--- src/rtl/mode_display_ctrl_if.sv ---
// Button, per-mode data and display/strobe bundle for mode_display_ctrl.
// The master drives buttons and per-mode data. The slave is the controller.
interface mode_display_ctrl_if #(
  parameter int unsigned NUM_MODES = 3,
  parameter int unsigned MW        = 3
);
  logic                     CHMOD;
  logic                     SHIFT;
  logic                     UP;
  logic                     DOWN;
  logic                     OK;
  logic [NUM_MODES*21-1:0]  MODE_VAL;
  logic [NUM_MODES*24-1:0]  MODE_LABEL;
  logic [MW-1:0]            MODE;
  logic [1:0]               FIELD;
  logic [6:0]               VFD_H;
  logic [6:0]               VFD_M;
  logic [6:0]               VFD_S;
  logic [7:0]               OUT1;
  logic [7:0]               OUT2;
  logic [7:0]               OUT3;
  logic                     ADJ_UP;
  logic                     ADJ_DN;
  logic                     COMMIT;
  logic [MW-1:0]            COMMIT_MODE;

  modport master (
    output CHMOD, SHIFT, UP, DOWN, OK, MODE_VAL, MODE_LABEL,
    input  MODE, FIELD, VFD_H, VFD_M, VFD_S, OUT1, OUT2, OUT3,
    input  ADJ_UP, ADJ_DN, COMMIT, COMMIT_MODE
  );

  modport slave (
    input  CHMOD, SHIFT, UP, DOWN, OK, MODE_VAL, MODE_LABEL,
    output MODE, FIELD, VFD_H, VFD_M, VFD_S, OUT1, OUT2, OUT3,
    output ADJ_UP, ADJ_DN, COMMIT, COMMIT_MODE
  );
endinterface

--- src/rtl/mode_display_ctrl.sv ---
// Multi-mode clock/alarm display controller: button edge detection, field selection,
// field blinking, registered display values/labels and adjust/commit strobes.
module mode_display_ctrl #(
  parameter int unsigned NUM_MODES    = 3,
  parameter int unsigned BLINK_PERIOD = 10000,
  parameter int unsigned BLINK_ON     = 5000,
  parameter logic [6:0]  BLANK_CODE   = 7'd90,
  parameter int unsigned MW           = 3
) (
  input  logic                   CLK,
  input  logic                   RESET,
  mode_display_ctrl_if.slave     bus
);
  localparam int unsigned CW = (BLINK_PERIOD > 1) ? $clog2(BLINK_PERIOD) : 1;
  localparam logic [CW-1:0] CntMax   = CW'(BLINK_PERIOD - 1);
  localparam logic [CW-1:0] CntOn    = CW'(BLINK_ON);
  localparam logic [MW-1:0] ModeLast = MW'(NUM_MODES - 1);
  localparam logic [MW-1:0] ModeOne  = MW'(1);

  logic [4:0]    btn, prev_q, ev;
  logic          ev_chmod, ev_shift, ev_up, ev_dn, ev_ok;
  logic          edit, ok_take, shift_take, adj_take, blank;
  logic [20:0]   val_sel;
  logic [23:0]   lbl_sel;

  logic [MW-1:0] mode_q, commit_mode_q;
  logic [1:0]    field_q;
  logic [CW-1:0] cnt_q;
  logic [6:0]    vfd_h_q, vfd_m_q, vfd_s_q;
  logic [7:0]    out1_q, out2_q, out3_q;
  logic          adj_up_q, adj_dn_q, commit_q;

  assign btn = {bus.CHMOD, bus.SHIFT, bus.UP, bus.DOWN, bus.OK};
  assign ev  = btn & ~prev_q;
  assign {ev_chmod, ev_shift, ev_up, ev_dn, ev_ok} = ev;

  // CHMOD pre-empts every other button; OK pre-empts SHIFT/UP/DOWN.
  assign edit       = (mode_q != '0) && !ev_chmod;
  assign ok_take    = edit && ev_ok;
  assign shift_take = edit && !ev_ok && ev_shift;
  assign adj_take   = edit && !ev_ok && (field_q != 2'd0) && (ev_up || ev_dn);

  assign val_sel = bus.MODE_VAL[int'(mode_q)*21 +: 21];
  assign lbl_sel = bus.MODE_LABEL[int'(mode_q)*24 +: 24];
  assign blank   = (mode_q != '0) && (cnt_q >= CntOn);

  always_ff @(posedge CLK) begin
    if (RESET) begin
      // Loading the live levels keeps buttons held through reset from firing.
      prev_q        <= btn;
      mode_q        <= '0;
      field_q       <= 2'd0;
      cnt_q         <= '0;
      adj_up_q      <= 1'b0;
      adj_dn_q      <= 1'b0;
      commit_q      <= 1'b0;
      commit_mode_q <= '0;
      vfd_h_q       <= 7'd0;
      vfd_m_q       <= 7'd0;
      vfd_s_q       <= 7'd0;
      out1_q        <= 8'h00;
      out2_q        <= 8'h00;
      out3_q        <= 8'h00;
    end else begin
      prev_q <= btn;

      if (ev_chmod) begin
        mode_q  <= (mode_q == ModeLast) ? '0 : mode_q + ModeOne;
        field_q <= (mode_q == ModeLast) ? 2'd0 : 2'd1;
      end else if (ok_take) begin
        field_q <= 2'd0;
      end else if (shift_take) begin
        field_q <= (field_q == 2'd3) ? 2'd1 : field_q + 2'd1;
      end

      if (ev_chmod || shift_take || adj_take) begin
        cnt_q <= '0;
      end else if (cnt_q == CntMax) begin
        cnt_q <= '0;
      end else begin
        cnt_q <= cnt_q + CW'(1);
      end

      adj_up_q <= adj_take && ev_up && !ev_dn;
      adj_dn_q <= adj_take && ev_dn && !ev_up;
      commit_q <= ok_take;
      if (ok_take) begin
        commit_mode_q <= mode_q;
      end

      vfd_h_q <= (blank && field_q == 2'd1) ? BLANK_CODE : val_sel[20:14];
      vfd_m_q <= (blank && field_q == 2'd2) ? BLANK_CODE : val_sel[13:7];
      vfd_s_q <= (blank && field_q == 2'd3) ? BLANK_CODE : val_sel[6:0];
      out1_q  <= lbl_sel[23:16];
      out2_q  <= lbl_sel[15:8];
      out3_q  <= lbl_sel[7:0];
    end
  end

  assign bus.MODE        = mode_q;
  assign bus.FIELD       = field_q;
  assign bus.VFD_H       = vfd_h_q;
  assign bus.VFD_M       = vfd_m_q;
  assign bus.VFD_S       = vfd_s_q;
  assign bus.OUT1        = out1_q;
  assign bus.OUT2        = out2_q;
  assign bus.OUT3        = out3_q;
  assign bus.ADJ_UP      = adj_up_q;
  assign bus.ADJ_DN      = adj_dn_q;
  assign bus.COMMIT      = commit_q;
  assign bus.COMMIT_MODE = commit_mode_q;
endmodule
--- src/flat_wrapper.sv ---
// flat-port wrapper written by rule: the top's interface ports become plain ports
module mode_display_ctrl_flat 
#(
  parameter int unsigned NUM_MODES    = 3,
  parameter int unsigned BLINK_PERIOD = 10000,
  parameter int unsigned BLINK_ON     = 5000,
  parameter logic [6:0]  BLANK_CODE   = 7'd90,
  parameter int unsigned MW           = 3
)
  (CLK, RESET, bus_CHMOD, bus_SHIFT, bus_UP, bus_DOWN, bus_OK, bus_MODE_VAL, bus_MODE_LABEL, bus_MODE, bus_FIELD, bus_VFD_H, bus_VFD_M, bus_VFD_S, bus_OUT1, bus_OUT2, bus_OUT3, bus_ADJ_UP, bus_ADJ_DN, bus_COMMIT, bus_COMMIT_MODE);
  mode_display_ctrl_if #(.NUM_MODES(NUM_MODES), .MW(MW)) bus_i ();
  input  logic CLK;
  input  logic RESET;
  input wire logic [$bits(bus_i.CHMOD)-1:0] bus_CHMOD;
  input wire logic [$bits(bus_i.SHIFT)-1:0] bus_SHIFT;
  input wire logic [$bits(bus_i.UP)-1:0] bus_UP;
  input wire logic [$bits(bus_i.DOWN)-1:0] bus_DOWN;
  input wire logic [$bits(bus_i.OK)-1:0] bus_OK;
  input wire logic [$bits(bus_i.MODE_VAL)-1:0] bus_MODE_VAL;
  input wire logic [$bits(bus_i.MODE_LABEL)-1:0] bus_MODE_LABEL;
  output wire logic [$bits(bus_i.MODE)-1:0] bus_MODE;
  output wire logic [$bits(bus_i.FIELD)-1:0] bus_FIELD;
  output wire logic [$bits(bus_i.VFD_H)-1:0] bus_VFD_H;
  output wire logic [$bits(bus_i.VFD_M)-1:0] bus_VFD_M;
  output wire logic [$bits(bus_i.VFD_S)-1:0] bus_VFD_S;
  output wire logic [$bits(bus_i.OUT1)-1:0] bus_OUT1;
  output wire logic [$bits(bus_i.OUT2)-1:0] bus_OUT2;
  output wire logic [$bits(bus_i.OUT3)-1:0] bus_OUT3;
  output wire logic [$bits(bus_i.ADJ_UP)-1:0] bus_ADJ_UP;
  output wire logic [$bits(bus_i.ADJ_DN)-1:0] bus_ADJ_DN;
  output wire logic [$bits(bus_i.COMMIT)-1:0] bus_COMMIT;
  output wire logic [$bits(bus_i.COMMIT_MODE)-1:0] bus_COMMIT_MODE;
  assign bus_i.CHMOD = bus_CHMOD;
  assign bus_i.SHIFT = bus_SHIFT;
  assign bus_i.UP = bus_UP;
  assign bus_i.DOWN = bus_DOWN;
  assign bus_i.OK = bus_OK;
  assign bus_i.MODE_VAL = bus_MODE_VAL;
  assign bus_i.MODE_LABEL = bus_MODE_LABEL;
  assign bus_MODE = bus_i.MODE;
  assign bus_FIELD = bus_i.FIELD;
  assign bus_VFD_H = bus_i.VFD_H;
  assign bus_VFD_M = bus_i.VFD_M;
  assign bus_VFD_S = bus_i.VFD_S;
  assign bus_OUT1 = bus_i.OUT1;
  assign bus_OUT2 = bus_i.OUT2;
  assign bus_OUT3 = bus_i.OUT3;
  assign bus_ADJ_UP = bus_i.ADJ_UP;
  assign bus_ADJ_DN = bus_i.ADJ_DN;
  assign bus_COMMIT = bus_i.COMMIT;
  assign bus_COMMIT_MODE = bus_i.COMMIT_MODE;
  mode_display_ctrl #(.NUM_MODES(NUM_MODES), .BLINK_PERIOD(BLINK_PERIOD), .BLINK_ON(BLINK_ON), .BLANK_CODE(BLANK_CODE), .MW(MW)) u_core (.CLK(CLK), .RESET(RESET), .bus(bus_i));
endmodule
--- config.mk ---
export PLATFORM = sky130hd
export DESIGN_NAME = mode_display_ctrl_flat
export DESIGN_NICKNAME = d
export VERILOG_FILES = /design/src/rtl/mode_display_ctrl_if.sv /design/src/rtl/mode_display_ctrl.sv /design/src/flat_wrapper.sv
export SDC_FILE = /design/constraint.sdc
export NUM_CORES = 1
export LEC_CHECK = 0
export BUFFER_PORTS_ARGS = -buffer_cell sky130_fd_sc_hd__buf_2
export CAP_MARGIN = 10
export CORE_MARGIN = 2
export CORE_UTILIZATION = 48
export DETAILED_ROUTE_END_ITERATION = 8
export PLACE_DENSITY = 0.93
export SYNTH_ARGS = -nofsm -noshare
export SYNTH_HDL_FRONTEND = slang
export SYNTH_SLANG_ARGS = --single-unit
--- constraint.sdc ---
create_clock -name CLK -period 2.55 [get_ports CLK]
set_input_delay 0.51 -clock CLK [delete_from_list [all_inputs] [get_ports CLK]]
set_output_delay 0.51 -clock CLK [all_outputs]
set_load 0.02 [all_outputs]
==> flow_summary.toml, run 1 <==
[status]
outcome = "finished, final reports clean"

[worst_setup_path]
worstSetupStartpointType = "register"
crit_slowest_cell = "buf_4"
crit_arrival_ps = 1450
crit_path_start = "u_core.bus.MODE[1]"
reg2reg_from = "u_core.bus.MODE[0]"
critical_path.max_fanout = 43
worstPathRequired_ps = 2040
slowest_delay_ps = 480
end_kind = "output pin"
cp_top_family = "buffers and inverters"
crit_chain = "buf_4 > buf_2"
crit_buf_inv = 2
crit_type = "register to output pin"

[timing]
timing.fmax_ghz = 0.511
tns_ps = 0
worst_pin_slew_ps = 676
finalCritPeriodShare = 0.768
hold_slack_ps = 283
rsz0062_at_grt = "false"
setup-violations-final = 0
final.setup_skew_ps = 9.00
final.min_clock_period_ps = 1960
slew_viol_final = 0
slew_headroom = 0.549
hold_viol = 0

[yosys]
synth.distinct_cells = 36
yosysWarnings = 0
synth_edf_count = 0
yosysSeqAreaShare = 0.424
synth_area_mm2 = 0.00354
synth-seq-cells = 75
async_reset_ff_frac = 0
synth.area.top_cells = "dfxtp_1 (42%), mux2i_1 (14%), nor2_1 (9.0%)"
syn_inst = 414
synth_nets = 563
synth_ff_type = "dfxtp_1"
synth_top_cell_by_area = "dfxtp_1"
synthDominantCellAreaShare = 0.424
syn_area_per_cell_um2 = 8.54

[finish]
layout_common_cells = "buf_2 (197), nor2_1 (85), dfxtp_1 (73)"
finalInstanceArea_mm2 = 0.00476
final_common_cell = "buf_2"
drive_gt1_frac = 0.374
antenna_cells = 0
syn_to_final_growth_pct = 34.6
layout.nets = 748

[route]
first_pass_iters = 4
route.detailed.drc = 0
wl_per_cell_um = 14.9
wirelength_mm = 10.5
drt_iter0_markers = 241
ant_nets = 0
routed_via_density = 5.26
via_count = 3701

[cts]
cts_sinks = 75
root_buffer = "clkbuf_8"
post_cts_buffers = 0
cts-htree-levels = 3
clk_pin_slew_ps = 80
cts_made_buffers = 9
cts_hold_buf = 0
cts_tree = "yes"
cts_buffer_depth = 2
cts_resized = 0
clk_latency_ps = 340

[global_routing]
grt_antenna_before_repair = 0
grt-ovfl-total = 0
grt_pass1_vias = 3582
grt_max_degree = 44
grt_use_total = 0.256
grt_pass1_wl_mm = 16.8

[floorplanning]
initial_core_util = 0.493
pin_count = 198
die_area_mm2 = 0.00807
coreArea_mm2 = 0.00718
die_h_um = 89.8
rows = 31
fp.dieW_um = 89.8

[placed_design]
dpl.hpwl_mm = 8.18
portBuffers = 197
gp_congestion = 1.01
placed_area_mm2 = 0.00457

[power]
ir_drop_mv = 0.329
leakagePower_nw = 2.18
power.density_mw_per_mm2 = 563

[job]
maxCapViolations = 0

[min_path]
hold_start = "bus_UP"
hold_class = "primary input to register"
logic make-up (layout without fill, tap and decap cells):
family,after synthesis,count (layout),synth area share
and+or+nand+nor,153,153,0.207
DFF,75,75,0.424
buffers and inverters,38,228,0.0474
AOI/OAI and AO/OA,80,80,0.129
adders and majority gates,7,7,0.0248
xor gates and xnor gates,13,13,0.0322
muxes,48,48,0.136
layout make-up:
cell class              instances  area, µm²
fillers                       610       2410
multi-input cells             301       1870
flip-flops and latches         75       1500
repair buffers                204       1040
clock buffers                  12        145
well taps                      99        124
clock inverters                 4       50.0
inverters                       8       30.0
metal layers:
| metal | track usage | vias up | share of wire |
|---|---|---|---|
| met3 | 0.0486 | 27 | 0.057 |
| met4 | 0.119 | 0 | 0.033 |
| met5 | 0 | - | 0 |
| li1 | - | 1790 | - |
| met2 | 0.443 | 158 | 0.50 |
| met1 | 0.309 | 1726 | 0.41 |
state kept, by name (all words and copies together), names as in the netlist:
signal                  cells
u_core.bus.COMMIT_MODE      3
u_core.bus.MODE             3
u_core.cnt_q               14
u_core.bus.ADJ_DN           1
u_core.bus.OUT3             8
u_core.prev_q               5
u_core.bus.OUT2             8
u_core.bus.VFD_M            7
u_core.bus.VFD_H            7
u_core.bus.OUT1             8
u_core.bus.COMMIT           1
u_core.bus.VFD_S            7
u_core.bus.ADJ_UP           1
u_core.bus.FIELD            2
worst paths after layout:
path                          endpoint  slack (ps)  cells past startpoint
max                        bus_MODE[1]         590                      2
min                   u_core.prev_q[2]         280                      1
max reg2reg        u_core.bus.VFD_H[1]         750                      5
min reg2reg  u_core.bus.COMMIT_MODE[0]         520                      2
cells in the mapped netlist (2+ instances only):
cell and instances:
a21oi_1 50, a311oi_1 2, and3_1 2, buf_2 8, buf_6 2, clkbuf_1 20, dfxtp_1 75, ha_1 7
inv_1 8, mux2i_1 48, nand2_1 12, nand2b_1 7, nand3_1 6, nand3b_1 9, nand4_1 6, nor2_1 85
nor2b_1 6, nor3_1 8, nor3b_1 2, o21ai_0 11, o22ai_1 12, or3_1 3, xnor2_1 9, xor2_1 4
power breakdown:
part	total, W	internal (W)	switching (W)
combinational	0.000510	0.000216	0.000294
sequential	0.00127	0.00124	0.0000277
clock	0.000904	0.000478	0.000426
metrics by stage:
step / setup WS, ps / utilization / total power [W] / cells
after floorplan: 915 / - / 0.00158 / 414
after global placement: 859 / 0.636 / 0.00178 / 687
after detailed placement: 766 / 0.636 / 0.00180 / 687
after CTS: 572 / 0.664 / 0.00270 / 703
after global routing: 493 / 0.664 / 0.00281 / 703
final: 592 / 0.664 / 0.00268 / 703
Note: power is estimated with default switching activity, not from simulation.
==> inputs of run 2 (changes only) <==
--- a/config.mk
+++ b/config.mk
@@ -8,9 +8,9 @@
 export BUFFER_PORTS_ARGS = -buffer_cell sky130_fd_sc_hd__buf_2
 export CAP_MARGIN = 10
 export CORE_MARGIN = 2
-export CORE_UTILIZATION = 48
+export CORE_UTILIZATION = 44
 export DETAILED_ROUTE_END_ITERATION = 8
-export PLACE_DENSITY = 0.93
+export PLACE_DENSITY = 0.87
 export SYNTH_ARGS = -nofsm -noshare
 export SYNTH_HDL_FRONTEND = slang
 export SYNTH_SLANG_ARGS = --single-unit
==> constraint.sdc (replaced) <==
create_clock -name CLK -period 1.9 [get_ports CLK]
set_input_delay 0.38 -clock CLK [delete_from_list [all_inputs] [get_ports CLK]]
set_output_delay 0.38 -clock CLK [all_outputs]
set_load 0.02 [all_outputs]
==> flow_summary.toml, run 2 (synthesized netlist as in run 1, its figures left out) <==
[status]
outcome = "finished, final reports clean"

[cts]
clk_pin_slew_ps = 80
clk_latency_ps = 340
post_cts_buffers = 0
cts_sinks = 75
root_buffer = "clkbuf_8"
cts_made_buffers = 9
cts_tree = "yes"
cts-htree-levels = 3
cts_buffer_depth = 2

[route]
route.detailed.drc = 0
highest_layer = "met4"
via_count = 3654
wirelength_mm = 10.7
route.layer.met1.wl_mm = 4.34
drt_iter0_markers = 266
routed_via_density = 5.15
first_pass_iters = 5
wl_per_cell_um = 15.1
wl_met2_mm = 5.45
ant_nets = 0
wl_met3_um = 683

[finish]
layout.nets = 752
final_common_cell = "buf_2"
fill_cells = 684
antenna_cells = 0
layout_common_cells = "buf_2 (197), nor2_1 (85), dfxtp_1 (73)"
largest_reg_flops = 14
syn_to_final_growth_pct = 37.5
multi_input_area_mm2 = 0.00188
drive_gt1_frac = 0.380
regMostFlops = "u_core.cnt_q"
fin_util = 0.626
register_area_mm2 = 0.00150

[worst_setup_path]
crit_arrival_ps = 1890
critical_path.max_fanout = 37
worstPathRequired_ps = 2150
end_kind = "register"
r2r-end = "u_core.bus.VFD_S[4]"
reg2reg_setup_slack_ps = 250
worstSetupStartpointType = "register"
reg2reg_from = "u_core.bus.MODE[0]"
ff2ff_path_depth = 5
crit_type = "register to register"

[global_routing]
grt-ovfl-total = 0
grt_antenna_before_repair = 0
grt_use_total = 0.242
grt_pass1_vias = 3604
grt_max_degree = 50
grt_pass1_wl_mm = 16.7

[timing]
timing.fmax_ghz = 0.606
final.setup_skew_ps = 8.07
worst_pin_slew_ps = 656
rsz0062_at_grt = "false"
slew_headroom = 0.562
tns_ps = 0
finalCritPeriodShare = 0.868
slew_viol_final = 0
hold_viol = 0
hold_slack_ps = 153
setup-violations-final = 0
final.min_clock_period_ps = 1650

[floorplanning]
initial_core_util = 0.455
fp.dieW_um = 93.7
rows = 32
die_area_mm2 = 0.00877
coreArea_mm2 = 0.00777
die_h_um = 93.7
pin_count = 198

[placed_design]
gp_congestion = 0.847
portBuffers = 197
dpl.hpwl_mm = 8.43

[min_path]
hold_path_depth = 1
holdPathEnd = "u_core.prev_q[2]"
hold_start = "bus_UP"
hold_class = "primary input to register"

[job]
maxCapViolations = 0

[power]
power.density_mw_per_mm2 = 777
ir_drop_mv = 0.460
leakagePower_nw = 2.23
run 2: changes by cell type in the layout (fill, tap and decap cells not counted):
cell / delta
buf_12: +2
buf_4: +2
bufinv_16: +1
clkbuf_1: -1
clkbuf_8: +1
clkinvlp_4: -1
o311ai_2: -1
o311ai_4: +1
run 2: worst max path at each step:
| stage | start | endpoint | cells after the start |
|---|---|---|---|
| 3_3_place_gp | bus_CHMOD | u_core.cnt_q[8] | 5 |
| 2_1_floorplan | u_core.bus.MODE[0] | u_core.cnt_q[8] | 6 |
| 5_1_grt | u_core.bus.MODE[0] | u_core.bus.VFD_S[4] | 5 |
| 3_5_place_dp | u_core.bus.FIELD[0] | u_core.cnt_q[9] | 4 |
| 4_1_cts | u_core.bus.FIELD[0] | u_core.cnt_q[9] | 4 |
| 6_report | u_core.bus.MODE[0] | u_core.bus.VFD_S[4] | 5 |
run 2: what timing repair did:
action,CTS,global route
hold buffers,0,0
gates resized for setup,0,1
endpoints found under the setup margin,0,14
run 2: critical path: stages, from the launching register on:
cell	delay, ps
dfxtp_2	340
buf_4	340
nor2b_2	400
buf_12	190
a21oi_1	80
o22ai_1	200
run 2: power breakdown:
group	internal (W)	leakage (nW)	switching [W]	total, W
logic	0.000301	1.50	0.000398	0.000699
clock network	0.000810	0.113	0.000576	0.00139
registers	0.00166	0.620	0.0000326	0.00169
run 2: area by class of cell:
class	count	area share
Inverter	8	0.00617
Clock buffer	12	0.0319
Tap cell	102	0.0262
Clock inverter	4	0.0149
Timing Repair Buffer	208	0.225
Sequential cell	75	0.309
Multi-Input combinational cell	301	0.387
run 2: through the flow:
step / worst slack (ps) / power, W / area (µm²) / instances
after detailed placement: 41.8 / 0.00243 / 4630 / 694
after global placement: 145 / 0.00240 / 4630 / 694
after CTS: 52.0 / 0.00380 / 4850 / 710
after floorplan: 265 / 0.00211 / 3540 / 414
after global routing: 103 / 0.00395 / 4860 / 710
final: 250 / 0.00378 / 4860 / 710
run 2: metal layers:
metal / track usage / up-vias
met5: 0 / -
met4: 0.0882 / 0
met3: 0.0482 / 21
met2: 0.416 / 156
met1: 0.302 / 1676
li1: - / 1801
